### src/rtl/data_mem_pkg.sv
// rtl/data_mem_pkg.sv - shared defaults and types for the data memory arbiter
//
// Contents:
//   DEF_ADDR_W / DEF_DATA_W : default address and data widths (32 x 8 memory)
//   arb_state_t             : arbiter FSM states (ARB, LOCK0, LOCK1)
//   port_id                 : one-bit requester index (0 = CPU, 1 = debug loader)

package data_mem_pkg;

    localparam int DEF_ADDR_W = 5;
    localparam int DEF_DATA_W = 8;

    typedef enum logic [1:0] {
        ARB   = 2'd0,
        LOCK0 = 2'd1,
        LOCK1 = 2'd2
    } arb_state_t;

    typedef logic port_id;

endpackage

### src/rtl/rr_arb2.sv
// rtl/rr_arb2.sv - two-way round-robin pick
//
// Ports:
//   req  in  2 : request vector, bit x = port x
//   last in  1 : port granted most recently (loses a tie)
//   gnt  out 2 : one-hot grant, or zero when nobody requests

module rr_arb2
    import data_mem_pkg::*;
(
    input  logic [1:0] req,
    input  port_id     last,
    output logic [1:0] gnt
);

    always_comb begin
        gnt = 2'b00;
        case (req)
            2'b01:   gnt = 2'b01;
            2'b10:   gnt = 2'b10;
            2'b11:   gnt = (last == 1'b1) ? 2'b01 : 2'b10;
            default: gnt = 2'b00;
        endcase
    end

endmodule

### src/rtl/data_mem_arbiter.sv
// rtl/data_mem_arbiter.sv - two-port arbiter owning the 2^ADDR_W x DATA_W data memory
//
// Optional feature macro: DATA_MEM_ARB_LOCK_EN (adds lock_0/lock_1 and the LOCK0/LOCK1 states).
//
// Ports (x = 0, 1):
//   clock      in  1      : rising-edge clock
//   reset      in  1      : synchronous, active-low
//   req_x      in  1      : access request, held until gnt_x
//   we_x       in  1      : 1 = write, 0 = read
//   addr_x     in  ADDR_W : word address
//   wdata_x    in  DATA_W : write data
//   lock_x     in  1      : keep the grant for the next access (lock build only)
//   gnt_x      out 1      : access performed this cycle (combinational)
//   rvalid_x   out 1      : one-cycle pulse, read data valid
//   rdata_x    out DATA_W : read data, held until the next read on that port

module data_mem_arbiter
    import data_mem_pkg::*;
#(
    parameter int ADDR_W   = DEF_ADDR_W,
    parameter int DATA_W   = DEF_DATA_W,
    parameter int LOCK_MAX = 4
) (
    input  logic              clock,
    input  logic              reset,
    input  logic              req_0,
    input  logic              we_0,
    input  logic [ADDR_W-1:0] addr_0,
    input  logic [DATA_W-1:0] wdata_0,
`ifdef DATA_MEM_ARB_LOCK_EN
    input  logic              lock_0,
    input  logic              lock_1,
`endif
    input  logic              req_1,
    input  logic              we_1,
    input  logic [ADDR_W-1:0] addr_1,
    input  logic [DATA_W-1:0] wdata_1,
    output logic              gnt_0,
    output logic              gnt_1,
    output logic              rvalid_0,
    output logic              rvalid_1,
    output logic [DATA_W-1:0] rdata_0,
    output logic [DATA_W-1:0] rdata_1
);

    localparam int DEPTH = 1 << ADDR_W;

    if (LOCK_MAX < 1) begin : g_bad_lock_max
        $error("data_mem_arbiter: LOCK_MAX must be at least 1");
    end

    logic [DATA_W-1:0] mem [DEPTH];
    port_id            last;
    logic [1:0]        rr_gnt;
    logic [1:0]        gnt;

    rr_arb2 u_rr_arb2 (
        .req  ({req_1, req_0}),
        .last (last),
        .gnt  (rr_gnt)
    );

`ifdef DATA_MEM_ARB_LOCK_EN
    localparam int               CNT_W   = $clog2(LOCK_MAX + 1);
    localparam logic [CNT_W-1:0] CNT_MAX = CNT_W'(LOCK_MAX);

    arb_state_t       state, state_nxt;
    logic [CNT_W-1:0] lock_cnt, lock_cnt_nxt;

    // lock_cnt counts grants in the current locked burst, including the
    // unlocked grant that opened it; the burst ends on the grant that
    // brings it to LOCK_MAX so the other port is served next.
    always_comb begin
        gnt          = 2'b00;
        state_nxt    = state;
        lock_cnt_nxt = lock_cnt;
        case (state)
            ARB: begin
                gnt          = rr_gnt;
                lock_cnt_nxt = '0;
                if (LOCK_MAX > 1) begin
                    if (rr_gnt[0] && lock_0) begin
                        state_nxt    = LOCK0;
                        lock_cnt_nxt = CNT_W'(1);
                    end else if (rr_gnt[1] && lock_1) begin
                        state_nxt    = LOCK1;
                        lock_cnt_nxt = CNT_W'(1);
                    end
                end
            end
            LOCK0: begin
                gnt[0] = req_0;
                if (!req_0) begin
                    state_nxt    = ARB;
                    lock_cnt_nxt = '0;
                end else begin
                    lock_cnt_nxt = lock_cnt + 1'b1;
                    if (!lock_0 || lock_cnt_nxt == CNT_MAX) begin
                        state_nxt = ARB;
                    end
                end
            end
            LOCK1: begin
                gnt[1] = req_1;
                if (!req_1) begin
                    state_nxt    = ARB;
                    lock_cnt_nxt = '0;
                end else begin
                    lock_cnt_nxt = lock_cnt + 1'b1;
                    if (!lock_1 || lock_cnt_nxt == CNT_MAX) begin
                        state_nxt = ARB;
                    end
                end
            end
            default: begin
                state_nxt    = ARB;
                lock_cnt_nxt = '0;
            end
        endcase
    end

    always_ff @(posedge clock) begin
        if (!reset) begin
            state    <= ARB;
            lock_cnt <= '0;
        end else begin
            state    <= state_nxt;
            lock_cnt <= lock_cnt_nxt;
        end
    end
`else
    always_comb begin
        gnt = rr_gnt;
    end
`endif

    // Grants are suppressed while reset is low so nothing commits.
    assign gnt_0 = reset & gnt[0];
    assign gnt_1 = reset & gnt[1];

    // At most one grant, so the granted port's controls can be muxed by gnt_1.
    port_id            sel;
    logic              sel_we;
    logic [ADDR_W-1:0] sel_addr;
    logic [DATA_W-1:0] sel_wdata;

    assign sel       = gnt_1;
    assign sel_we    = sel ? we_1    : we_0;
    assign sel_addr  = sel ? addr_1  : addr_0;
    assign sel_wdata = sel ? wdata_1 : wdata_0;

    always_ff @(posedge clock) begin
        if (!reset) begin
            last     <= 1'b1;
            rvalid_0 <= 1'b0;
            rvalid_1 <= 1'b0;
            rdata_0  <= '0;
            rdata_1  <= '0;
            for (int i = 0; i < DEPTH; i++) begin
                mem[i] <= DATA_W'(i);
            end
        end else begin
            rvalid_0 <= gnt_0 & ~we_0;
            rvalid_1 <= gnt_1 & ~we_1;
            if (gnt_0 | gnt_1) begin
                last <= sel;
                if (sel_we) begin
                    mem[sel_addr] <= sel_wdata;
                end
            end
            if (gnt_0 & ~we_0) begin
                rdata_0 <= mem[addr_0];
            end
            if (gnt_1 & ~we_1) begin
                rdata_1 <= mem[addr_1];
            end
        end
    end

endmodule

### config.mk
export PLATFORM = sky130hd
export DESIGN_NAME = data_mem_arbiter
export DESIGN_NICKNAME = d
export VERILOG_FILES = /design/src/rtl/data_mem_pkg.sv /design/src/rtl/rr_arb2.sv /design/src/rtl/data_mem_arbiter.sv
export SDC_FILE = /design/constraint.sdc
export NUM_CORES = 1
export LEC_CHECK = 0
export ABC_AREA = 1
export BUFFER_PORTS_ARGS = -buffer_cell sky130_fd_sc_hd__buf_2
export CORE_ASPECT_RATIO = 2
export CORE_MARGIN = 4
export CORE_UTILIZATION = 55
export DETAILED_ROUTE_END_ITERATION = 10
export PLACE_DENSITY = 0.72
export SLEW_MARGIN = 20
export SYNTH_ARGS = -nofsm -noshare
export SYNTH_HDL_FRONTEND = slang
export SYNTH_HIERARCHICAL = 1
export SYNTH_SLANG_ARGS = --single-unit
export TNS_END_PERCENT = 20
### constraint.sdc
create_clock -name clock -period 7.35 [get_ports clock]
set_clock_uncertainty 0.2 [all_clocks]
set_input_delay 0 -clock clock [delete_from_list [all_inputs] [get_ports clock]]
set_output_delay 0 -clock clock [all_outputs]
set_load 0.01 [all_outputs]
# [After elaboration in Yosys (flattened, before gate mapping)]
# Memory sizes are Yosys's and may differ from the RTL's. A register that Yosys moved wholly into a read port is not among the register bits.
# Index checks and enable logic that the tools add are counted.
[op_classes] eq_ne=3 muxes=13 bitwise_logic=7 reduce_logical=3
[ops] cell="two-way mux 8 bit" n=2
[ops] cell="two-way mux 5 bit" n=2
[ops] cell="OR reduction 8 bit" n=1
[ops] cell="two-way mux 1 bit" n=7
[ops] cell="one-hot mux 2 bit (3 select lines)" n=1
[ops] cell="bitwise AND 1 bit" n=4
[ops] cell="== test 2 bit, second input constant" n=2
[ops] cell="== test 2 x 1 -> 1 bit, second input constant" n=1
[ops] cell="logical NOT 1 bit" n=2
[ops] cell="two-way mux 2 bit" n=1
[ops] cell="NOT 1 bit" n=2
[ops] cell="bitwise OR 1 bit" n=1
[totals] register_bits=3 mem_bits_rw=256 input_bits=32 output_inout_bits=20 word_cells=30 mem_count=1
[memory_table] memory="mem" words=32 word_bits=8 read_ports=2 rd_ports_with_merged_regs=2 write_ports=32 line_no="data_mem_arbiter.sv:52" text="logic [DATA_W-1:0] mem [DEPTH];"

# [Depth between registers and ports, before layout]
# Gate-level depths: netlist of run 1.
[depth] word_depth=10 ltp_mapped=13 depth_no_buf=13

# [Hierarchy]
# Netlist of run 1, hierarchy kept.
[modules_own_cells] module="data_mem_arbiter" n_inst=1 cells_per_inst=1936 area_each_um2=14976.9 seq_area_each_um2=8067.7
[modules_own_cells] module="rr_arb2" n_inst=1 cells_per_inst=5 area_each_um2=20.0 seq_area_each_um2=0.0

# [Worst setup path before layout of run 1]
# OpenSTA, ideal clock, no wires.
[synth_path] path_kind="reg-to-reg" from="register last" to="memory mem[30][0] (netlist bit) (enable)" setup_ns=0.329 arrival_ns=1.842 t_required_ns=6.821 setup_slack_ns=4.979 stages_incl_launch_ff=12 n_path_buf=2 synth_period_minus_slack_ns=2.371 cell_sequence="dfxtp_1 -> a21oi_1 -> nand2_2 -> buf_4 -> buf_4 -> nand2_1 -> o21ai_2 -> inv_1 -> nand2_1 -> nor2_1 -> inv_1 -> nand2_1"
[synth_lines] item="start, declared" line_no="data_mem_arbiter.sv:53" text="port_id last;"
[synth_lines] item="start signal, assigned" line_no="data_mem_arbiter.sv:166" text="last <= sel;"
[synth_lines] item="end, declared" line_no="data_mem_arbiter.sv:52"

==> results of run 1 <==
[cells by family (layout without fill, tap and decap cells)]
kind of cell,after synthesis,count (layout)
other,0,1
muxes,8,8
DFF,275,275
and+or+nand+nor,1455,1455
buffers and inverters,195,204
AOI/OAI and AO/OA,8,8
[sequential cells by signal, indices dropped and copies added (netlist names)]
name      flops
rdata_0       8
mem         256
last          1
rvalid_1      1
rvalid_0      1
rdata_1       8
[synth_stat cells (2+ instances only)]
cell type,count
dfxtp_1,19
clkbuf_1,104
a21oi_1,2
mux2i_1,8
nor2_1,194
buf_4,4
inv_1,52
nand3_1,445
edfxtp_1,256
buf_2,2
nor2_2,2
buf_1,27
o21ai_0,2
clkinv_1,2
nand2_1,809
nand2_2,2
o21ai_2,2
inv_2,4
[cell usage in the layout, fill, tap and decap left out]
cell type	n
clkbuf_1	5
inv_2	6
dfxtp_1	19
nor2_2	2
nand3_1	445
a21o_1	1
nand2_1	809
nor3_4	1
diode_2	1
edfxtp_1	256
clkinv_4	1
bufinv_16	3
o21ai_1	1
dlygate4sd3_1	32
clkinv_2	5
inv_6	2
buf_4	21
nor2_4	1
nand2_2	2
o21ai_2	2
mux2i_4	8
clkbuf_16	25
a21oi_1	2
clkinvlp_4	2
o21ai_0	2
buf_2	49
clkinv_1	5
nor3_1	1
inv_1	48
nor2_1	194
[worst max-delay path: stages]
cell	delay, ns
dlygate4sd3_1	0.53
buf_2	0.12
buf_4	0.33
nand2_2	0.76
nor2_4	0.14
nor2_2	0.35
nand2_2	0.14
inv_1	0.10
nand3_1	0.56
nor2_1	0.48
inv_1	0.16
nand2_1	0.28
[worst min path at each step]
stage          startpoint  endpoint
6_report             we_1  rvalid_1
5_1_grt              we_1  rvalid_1
4_1_cts              we_1  rvalid_1
3_5_place_dp         we_1  rvalid_1
3_3_place_gp         we_1  rvalid_1
2_1_floorplan        we_1  rvalid_1
[layout make-up]
| cell class | instances | area share |
|---|---|---|
| antenna | 1 | 0.000151 |
| inverter | 58 | 0.0133 |
| multi-input combinational | 1471 | 0.380 |
| clock inverter | 14 | 0.00954 |
| tap | 348 | 0.0263 |
| sequential | 275 | 0.488 |
| timing repair buffer | 102 | 0.0437 |
| clock buffer | 30 | 0.0390 |
[stage by stage]
step                instances  setup WS [ns]
floorplan                1941           4.98
global placement         2222           3.61
detailed placement       2222           3.51
CTS                      2298           3.54
global route             2299           3.23
finish                   2299           3.38
[repair_timing]
item                                   CTS  global route
endpoints found under the hold margin  126             0
buffers inserted                         0             0
hold buffers                            32             0
[report_power, final]
| group | leakage [nW] | switching [mW] | total [mW] | internal (mW) |
|---|---|---|---|---|
| registers | 2.58 | 0.0390 | 1.81 | 1.77 |
| clock network | 0.386 | 0.584 | 1.32 | 0.733 |
| logic | 4.01 | 0.383 | 0.517 | 0.134 |
| total | 6.98 | 1.01 | 3.64 | 2.63 |
[routing by layer]
metal / global-route usage / vias to the layer above / routed length (µm)
li1: - / 6370 / -
met3: 0.0437 / 284 / 4770
met2: 0.598 / 988 / 26400
met5: 0 / - / 0
met1: 0.373 / 6416 / 16500
met4: 0.262 / 0 / 5220
==> out/metrics.csv, run 1 <==
stage;metric;value;unit
worst_setup_path;CP arrival;4.00;ns
sta;Setup TNS;0;ns
clock_network;post_cts resized;0;
power;P per Cell Area;220;nW/µm²
finish;layout cells sized above 1;0.0667;
clock_network;H-tree levels;1;
routing;1st-pass router iterations;6;
floorplanning;Initial Utilization;0.557;
grt;pin count of the biggest net entering global routing;82;
power;final total power;3.64;mW
sta;Hold Violations, Final;0;
sta;fin crit share;0.540;
run;max_cap viols;0;
synthesis;Post-synth EDFFs;256;
grt;initial antenna violation count;1;
worst_setup_path;FF-to-FF path depth;10;
sta;final hold slack;0.0817;ns
worst_setup_path;FF-to-FF End;mem[29][2];
clock_network;clock sink total;275;
synthesis;syn_nets;1973;
floorplanning;# rows;85;
clock_network;CTS tree;built;
clock_network;clock latency on the worst-skew pair;0.56;ns
synthesis;Synth Instances;1941;
synthesis;register bit count reported by yosys;275;
synthesis;YS warnings;6;
worst_setup_path;crit path capture type;flip-flop;
worst_setup_path;worst setup path category;primary input to flip-flop;
grt;first-pass GRT wire length;78200;µm
routing;DRC;0;
synthesis;mapped cell area;15000;µm²
clock_network;Clk Tree Root Cell;clkbuf_16;
routing;vias per inst;6.11;
finish;Design Area, Final;16500;µm²
worst_hold_path;Min-Delay Path Class;primary input to flip-flop;
sta;Slew @ Worst Pin;0.969;ns
floorplanning;core area;26900;µm²
worst_setup_path;Worst setup startpoint;reset;
grt;vias in the first global route;13282;
sta;final setup vio count;0;
sta;min cycle time layout;3.97;ns
placed_design;Final Wtd Congestion;1.07;
synthesis;Post-Synth XOR/XNOR Area;0;
finish;post-layout util;0.614;
synthesis;Main synth FF type;edfxtp_1;
synthesis;register area share after synthesis;0.538;
run_status;status;complete, no violations;
worst_setup_path;crit path launch type;primary input;
sta;RSZ-0062 raised after global routing;false;
routing;WL/cell;23.0;µm
worst_setup_path;maximum fanout along the worst path;44;
power;Max VDD drop;186;µV
synthesis;post-synth top area share;0.513;
floorplanning;Die H;242;µm
sta;fin. max-slew vios;0;
worst_setup_path;R2R Path Start;last;
grt;gr ovfl total;0;
routing;final wirelength;52800;µm
power;Leakage Power;6.98;nW
synthesis;Async SR Flop Fraction;0;
finish;layout net count;1965;
finish;Area growth syn-to-layout;10.2;%
finish;multi-input logic area;6280;µm²
finish;Fill cells;2337;
worst_setup_path;Crit path required time;7.38;ns
synthesis;mux cell area share after synthesis;0.00534;
floorplanning;I/O pins;52;
worst_setup_path;critical path capture point;mem[29][2];
finish;area occupied by registers;8070;µm²
floorplanning;Die X;125;µm
synthesis;syn avg cell area;7.73;µm²
placed_design;port bufs;51;
placed_design;cell area after placement;15400;µm²
synthesis;main combinational cell family by area after synthesis;simple AND/OR/NAND/NOR gates;
routing;Vias;14058;
clock_network;Clock Tree Buf Depth;3;
placed_design;detailed placement HPWL;33400;µm
sta;FMAX;252;MHz
routing;DRT iter0 DRCs;2128;
synthesis;largest cells by area after synthesis;edfxtp_1 51%, nand2_1 20%, nand3_1 15%;
synthesis;Cell variety after synth;23;
synthesis;Adder-Cell Fraction of Synth Area;0;
clock_network;Reg clk slew, reported paths;0.06;ns
worst_setup_path;slack of the worst reg-to-reg path;3.49;ns
sta;Rel. slew slack;0.354;
floorplanning;Die ar.;30100;µm²
synthesis;Simple-Gate Fraction of Synth Area;0.403;
worst_hold_path;hold path cells;3;
synthesis;post-synth top area cell;edfxtp_1;
routing;post-route ant nets;0;
synthesis;Synth Area in Compound Gates;0.00334;
grt;GRT Util Overall;0.342;
clock_network;CTS Buf Count;25;
(Power assumes the default switching activity.)
==> run 2: changes to the inputs <==
--- a/config.mk
+++ b/config.mk
@@ -11,7 +11,7 @@
 export CORE_MARGIN = 4
 export CORE_UTILIZATION = 55
 export DETAILED_ROUTE_END_ITERATION = 10
-export PLACE_DENSITY = 0.72
+export PLACE_DENSITY = 0.75
 export SLEW_MARGIN = 20
 export SYNTH_ARGS = -nofsm -noshare
 export SYNTH_HDL_FRONTEND = slang
==> constraint.sdc (replaced) <==
create_clock -name clock -period 3.4 [get_ports clock]
set_clock_uncertainty 0.2 [all_clocks]
set_input_delay 0 -clock clock [delete_from_list [all_inputs] [get_ports clock]]
set_output_delay 0 -clock clock [all_outputs]
set_load 0.01 [all_outputs]
==> run 2 against run 1 <==
Against the previous run:
- routed wire length is 1.8% lower
- combinational power is 120% higher
- clock power is 100% higher
- largest power group unchanged
==> out/metrics.csv, run 2 (same netlist as run 1, synthesis figures left out) <==
stage;metric;value;unit;change
finish;most frequent cells in the layout;809 x nand2_1, 444 x nand3_1, 256 x edfxtp_1, 191 x nor2_1;;was 809 x nand2_1, 445 x nand3_1, 256 x edfxtp_1, 194 x nor2_1, 49 x buf_2
worst_setup_path;critical path capture point;rdata_1[5];;was mem[29][2]
power;Max VDD drop;335;µV;was 186 µV
worst_setup_path;maximum fanout along the worst path;59;;was 44
finish;fin cells;2312;;was 2299
power;P per Cell Area;460;nW/µm²;was 220 nW/µm²
floorplanning;Die ar.;30100;µm²;unchanged
worst_setup_path;FF-to-FF End;mem[30][7];;was mem[29][2]
power;clock power share;0.346;;was 0.362
finish;Area growth syn-to-layout;11.1;%;was 10.2%
finish;commonest non-fill, non-tap cell in the layout;nand2_1;;unchanged
finish;max reg flops;256;;unchanged
routing;final wirelength;51900;µm;was 52800 µm
routing;DRT iter0 DRCs;2185;;was 2128
finish;post-layout util;0.619;;was 0.614
sta;Slew @ Worst Pin;0.878;ns;was 0.969 ns
floorplanning;core area;26900;µm²;unchanged
grt;GR peak layer;met2;;unchanged
routing;1st-pass router iterations;7;;was 6
worst_setup_path;slack of the worst reg-to-reg path;0.14;ns;was 3.49 ns
floorplanning;Die H;242;µm;unchanged
sta;RSZ-0062 raised after global routing;true;;was false
placed_design;placed instance count;2238;;was 2222
finish;layout net count;1982;;was 1965
routing;WL/cell;22.4;µm;was 23.0 µm
clock_network;CTS tree;built;;unchanged
sta;final setup vio count;0;;unchanged
sta;FMAX;305;MHz;
clock_network;Clock Tree Buf Depth;3;;unchanged
finish;multi-input logic area;6290;µm²;was 6280 µm²
worst_setup_path;crit path capture type;flip-flop;;unchanged
floorplanning;Die X;125;µm;unchanged
finish;Largest regs;mem x256, rdata_0 x8, rdata_1 x8;;unchanged
power;Flop pwr share;0.509;;was 0.496
grt;initial antenna violation count;0;;was 1
run;max_cap viols;0;;unchanged
power;internal power;5.59;mW;was 2.63 mW
power;combinational share of power;0.146;;was 0.142
worst_setup_path;Worst setup startpoint;addr_1[0];;was reset
finish;Fill cells;2351;;was 2337
floorplanning;# rows;85;;unchanged
grt;first-pass GRT wire length;77600;µm;was 78200 µm
power;final total power;7.67;mW;was 3.64 mW
finish;number of antenna repair diodes;0;;was 1
placed_design;Final Wtd Congestion;0.981;;was 1.07
sta;Setup TNS;0;ns;unchanged
sta;min cycle time layout;3.28;ns;
grt;gr ovfl total;0;;unchanged
routing;Vias;14154;;was 14058
clock_network;clock latency on the worst-skew pair;0.54;ns;was 0.56 ns
grt;GR Util met3;0.0532;;was 0.0437
placed_design;detailed placement HPWL;33700;µm;was 33400 µm
worst_setup_path;FF-to-FF path depth;9;;was 10
clock_network;CTS Buf Count;23;;was 25
worst_setup_path;crit path launch type;primary input;;unchanged
routing;DRC;0;;unchanged
finish;area occupied by registers;8070;µm²;unchanged
worst_setup_path;CP arrival;3.56;ns;was 4.00 ns
floorplanning;I/O pins;52;;unchanged
clock_network;clock sink total;275;;unchanged
routing;post-route ant nets;0;;unchanged
power;Sw Pwr;2.08;mW;was 1.01 mW
power;Sw Ratio;0.271;;was 0.276
power;Leakage Power;7.06;nW;was 6.98 nW
run_status;status;complete, no violations;;unchanged
finish;Largest Register;mem;;unchanged
clock_network;H-tree levels;1;;unchanged
clock_network;Clk Tree Root Cell;clkbuf_16;;unchanged
clock_network;Reg clk slew, reported paths;0.07;ns;was 0.06 ns
floorplanning;Initial Utilization;0.557;;unchanged
sta;Hold Violations, Final;0;;unchanged
grt;met2 Resource Use GR;0.555;;was 0.598
finish;layout cells sized above 1;0.0748;;was 0.0667
grt;vias in the first global route;13488;;was 13282
routing;vias per inst;6.12;;was 6.11
sta;fin crit share;0.965;;
grt;global routing usage on met1;0.374;;was 0.373
placed_design;port bufs;51;;unchanged
grt;GRT Util Overall;0.337;;was 0.342
grt;pin count of the biggest net entering global routing;129;;was 82
worst_setup_path;Crit path required time;3.68;ns;was 7.38 ns
worst_setup_path;worst setup path category;primary input to flip-flop;;unchanged
worst_hold_path;Min-Delay Path Class;primary input to flip-flop;;unchanged
sta;fin. max-slew vios;0;;unchanged
sta;Rel. slew slack;0.415;;was 0.354
worst_setup_path;R2R Path Start;last;;unchanged
run 2: changes by cell type in the layout (fill, tap and decap cells not counted), sizes merged:
cell / previous run / this run
clkinv: 11 / 12
inv: 56 / 54
diode: 1 / 0
dlygate4sd3: 32 / 33
clkinvlp: 2 / 1
clkbuf: 30 / 27
buf: 70 / 88
run 2: worst min-delay path by stage:
stage               start          to  slack, ns  cells after the start
2_1_floorplan        we_1    rvalid_1      -0.10                      1
3_3_place_gp         we_1    rvalid_1       0.06                      2
3_5_place_dp         we_1    rvalid_1       0.06                      2
4_1_cts        wdata_1[6]  mem[22][6]      0.008                      4
5_1_grt        wdata_0[6]  mem[23][6]       0.02                      4
6_report       wdata_1[6]  mem[23][6]      0.007                      4
run 2: layer usage:
metal / share of wire / up-vias
met3: 0.10 / 297
li1: - / 6400
met1: 0.31 / 6509
met5: 0 / -
met2: 0.48 / 948
met4: 0.11 / 0
run 2: cell type report:
class                   instances  share of cell area
well taps                     348              0.0261
flip-flops and latches        275               0.484
clock inverters                12             0.00826
multi-input cells            1471               0.378
inverters                      58              0.0132
clock buffers                  27              0.0354
repair buffers                121              0.0550
run 2: power groups by stage:
| stage | clock network, mW | logic [mW] | registers, mW |
|---|---|---|---|
| 2_1_floorplan | 0 | 0.647 | 3.94 |
| 3_3_place_gp | 0 | 1.03 | 3.97 |
| 3_5_place_dp | 0 | 1.04 | 3.98 |
| 4_1_cts | 2.64 | 1.07 | 3.90 |
| 5_1_grt | 2.79 | 1.19 | 3.91 |
| 6_report | 2.65 | 1.12 | 3.90 |
run 2: timing repair:
action                                 CTS  global route
gates resized for setup                  0             7
setup buffers                            0             2
endpoints found under the hold margin  138             0
setup endpoints to repair                0            97
hold buffers                            33             0
run 2: worst max-delay path, cell delays in order:
cell and delay [ns]:
buf_4 0.50, buf_4 0.65, nand2_1 0.11, nand3_1 0.12
nand3_1 0.09, nand2_1 0.09, nand2_1 0.05, nand3_1 0.09
dlygate4sd3_1 0.56, nand3_1 0.08, dlygate4sd3_1 0.57, nand2_1 0.05
dlygate4sd3_1 0.54
run 2: per-stage QoR:
step	area [µm²]	hold slack (ns)	setup slack (ns)
6_report	16700	0.00715	0.119
5_1_grt	16700	0.0218	-0.00748
4_1_cts	16600	0.00779	0.0526
3_5_place_dp	15600	0.0582	0.0787
3_3_place_gp	15600	0.0593	0.117
2_1_floorplan	15000	-0.103	1.03
==> run 3: changes to the inputs <==
--- a/config.mk
+++ b/config.mk
@@ -10,9 +10,10 @@
 export CORE_ASPECT_RATIO = 2
 export CORE_MARGIN = 4
 export CORE_UTILIZATION = 55
+export CTS_BUF_LIST = sky130_fd_sc_hd__clkbuf_8
 export DETAILED_ROUTE_END_ITERATION = 10
 export PLACE_DENSITY = 0.75
-export SLEW_MARGIN = 20
+export SLEW_MARGIN = 10
 export SYNTH_ARGS = -nofsm -noshare
 export SYNTH_HDL_FRONTEND = slang
 export SYNTH_HIERARCHICAL = 1
==> run 3 against run 2 <==
Against the previous run:
- critical path type unchanged
- clock power decreased by 13%
- highest routed layer unchanged
- flip-flop and latch count is the same
- die area unchanged
- fmax is 2.3% lower
- critical path depth grew 1
- global-route usage increased by 0.21 points
- critical endpoint unchanged
- register-to-register slack worse by 0.04 ns
==> out/metrics.csv, run 3 (same netlist as run 1, synthesis figures left out) <==
stage;metric;value;unit;change
run_status;status;complete, no violations;;unchanged
clock_network;Clock Tree Buf Depth;3;;unchanged
worst_setup_path;maximum fanout along the worst path;33;;was 59
finish;layout cells sized above 1;0.0810;;was 0.0748
sta;fin. max-slew vios;0;;unchanged
run;max_cap viols;0;;unchanged
worst_setup_path;R2R Path Start;last;;unchanged
placed_design;placed instance count;2238;;unchanged
worst_setup_path;crit path launch type;primary input;;unchanged
floorplanning;Die H;242;µm;unchanged
power;P per Cell Area;442;nW/µm²;was 460 nW/µm²
worst_setup_path;CP max stage delay;0.57;ns;was 0.65 ns
finish;fin cells;2337;;was 2312
finish;commonest non-fill, non-tap cell in the layout;nand2_1;;unchanged
floorplanning;Die ar.;30100;µm²;unchanged
worst_setup_path;FF-to-FF path depth;8;;was 9
power;Max VDD drop;308;µV;was 335 µV
sta;Hold Violations, Final;0;;unchanged
clock_network;clock sink total;275;;unchanged
routing;post-route ant nets;0;;unchanged
grt;pin count of the biggest net entering global routing;129;;unchanged
worst_setup_path;worst-path cell chain;dlygate4sd3_1, buf_2, buf_4, inv_1, buf_4, nand3_1, nand2_1, nand2_1, nand3_1, dlygate4sd3_1, nand3_1, dlygate4sd3_1, nand2_1, dlygate4sd3_1;;was buf_4, buf_4, nand2_1, nand3_1, nand3_1, nand2_1, nand2_1, nand3_1, dlygate4sd3_1, nand3_1, dlygate4sd3_1, nand2_1, dlygate4sd3_1
sta;RSZ-0062 raised after global routing;true;;unchanged
routing;vias per inst;6.08;;was 6.12
worst_setup_path;Crit path required time;3.66;ns;was 3.68 ns
grt;first-pass GRT wire length;77600;µm;unchanged
power;internal power;5.21;mW;was 5.59 mW
grt;vias in the first global route;13549;;was 13488
floorplanning;I/O pins;52;;unchanged
power;final total power;7.33;mW;was 7.67 mW
sta;final setup margin;0.0424;ns;was 0.119 ns
worst_hold_path;Hold Path Sink;rdata_1[0];;was mem[23][6]
power;clock power share;0.314;;was 0.346
sta;final setup vio count;0;;unchanged
grt;initial antenna violation count;1;;was 0
finish;Largest regs;mem x256, rdata_0 x8, rdata_1 x8;;unchanged
worst_setup_path;FF-to-FF End;rdata_1[5];;was mem[30][7]
sta;Rel. slew slack;0.411;;was 0.415
clock_network;Reg clk slew, reported paths;0.07;ns;about the same
power;Flop pwr share;0.533;;was 0.509
placed_design;Final Wtd Congestion;0.981;;unchanged
finish;most frequent cells in the layout;809 x nand2_1, 444 x nand3_1, 256 x edfxtp_1, 191 x nor2_1, 56 x inv_1;;was 809 x nand2_1, 444 x nand3_1, 256 x edfxtp_1, 191 x nor2_1
floorplanning;core area;26900;µm²;unchanged
sta;FMAX;298;MHz;was 305 MHz
sta;min cycle time layout;3.36;ns;was 3.28 ns
routing;final wirelength;52100;µm;was 51900 µm
routing;WL/cell;22.3;µm;was 22.4 µm
worst_setup_path;Slowest cell on crit path;dlygate4sd3_1;;was buf_4
placed_design;worst slack, placed;0.0787;ns;unchanged
routing;DRC;0;;unchanged
grt;GRT Util Overall;0.339;;was 0.337
finish;Area growth syn-to-layout;10.6;%;was 11.1%
sta;final hold slack;0.0183;ns;was 0.00715 ns
worst_hold_path;hold path cells;6;;was 4
worst_hold_path;worst hold start;req_0;;was wdata_1[6]
clock_network;CTS tree;built;;unchanged
power;Sw Pwr;2.11;mW;was 2.08 mW
routing;DRT iter0 DRCs;2198;;was 2185
clock_network;clock latency on the worst-skew pair;0.57;ns;was 0.54 ns
placed_design;detailed placement HPWL;33700;µm;unchanged
worst_hold_path;Min-Delay Path Class;primary input to flip-flop;;unchanged
worst_setup_path;CP arrival;3.61;ns;was 3.56 ns
finish;max reg flops;256;;unchanged
placed_design;port bufs;51;;unchanged
finish;layout net count;1999;;was 1982
worst_setup_path;worst setup path category;primary input to flip-flop;;unchanged
sta;Setup TNS;0;ns;unchanged
routing;Vias;14198;;was 14154
power;Leakage Power;7.06;nW;about the same
routing;1st-pass router iterations;8;;was 7
sta;Slew @ Worst Pin;0.883;ns;was 0.878 ns
grt;gr ovfl total;0;;unchanged
floorplanning;# rows;85;;unchanged
sta;fin crit share;0.988;;was 0.965
clock_network;H-tree levels;2;;was 1
floorplanning;Die X;125;µm;unchanged
power;combinational share of power;0.153;;was 0.146
power;Sw Ratio;0.288;;was 0.271
finish;Largest Register;mem;;unchanged
clock_network;Clk Tree Root Cell;clkbuf_8;;was clkbuf_16
worst_setup_path;most frequent CP cell;dlygate4sd3_1;;
floorplanning;Initial Utilization;0.557;;unchanged
clock_network;CTS Buf Count;36;;was 23
worst_setup_path;slack of the worst reg-to-reg path;0.10;ns;was 0.14 ns
worst_setup_path;crit path capture type;flip-flop;;unchanged
run 3: repair_timing:
| action | 4_1_cts | 5_1_grt |
|---|---|---|
| hold buffers | 36 | 0 |
| resized for setup | 0 | 5 |
| hold endpoints to repair | 304 | 0 |
| buffers inserted | 0 | 3 |
| setup endpoints to repair | 0 | 97 |
run 3: per-layer routing:
metal / GRT usage / routed length [µm]
met1: 0.371 / 16200
met2: 0.563 / 25400
met4: 0.294 / 5440
met3: 0.0581 / 5130
met5: 0 / 0
run 3: metrics by stage:
stage	cell area, µm²	util
CTS	16500	0.615
global placement	15600	0.578
global route	16600	0.616
detailed placement	15600	0.578
finish	16600	0.616
floorplan	15000	-
run 3: area by class of cell:
cell class	instances	area [µm²]
antenna	1	2.50
clock buffer	37	509
clock inverter	22	123
fill	2382	10300
inverter	58	220
multi-input combinational	1471	6290
sequential	275	8070
tap	348	435
timing repair buffer	125	935
run 3: worst max-delay path by stage:
stage	start	end	slack, ns	cells after the start
final	addr_1[2]	rdata_1[5]	0.04	14
after global routing	addr_1[2]	rdata_1[5]	-0.05	14
after CTS	last	mem[3][3]	0.05	9
after detailed placement	last	mem[3][3]	0.08	9
after global placement	last	mem[3][3]	0.12	9
after floorplan	last	mem[30][0]	1.03	11
run 3: critical path: cells and delay by family:
family                 cells  cell delay [ns]
AND/OR/NAND/NOR            6             0.45
buffers and inverters      8             3.12
run 3: power by group through the flow:
stage,combinational [mW],clock [mW],sequential [mW]
finish,1.12,2.30,3.90
global route,1.19,2.45,3.91
CTS,1.08,2.30,3.90
detailed placement,1.04,0,3.98
global placement,1.03,0,3.97
floorplan,0.647,0,3.94
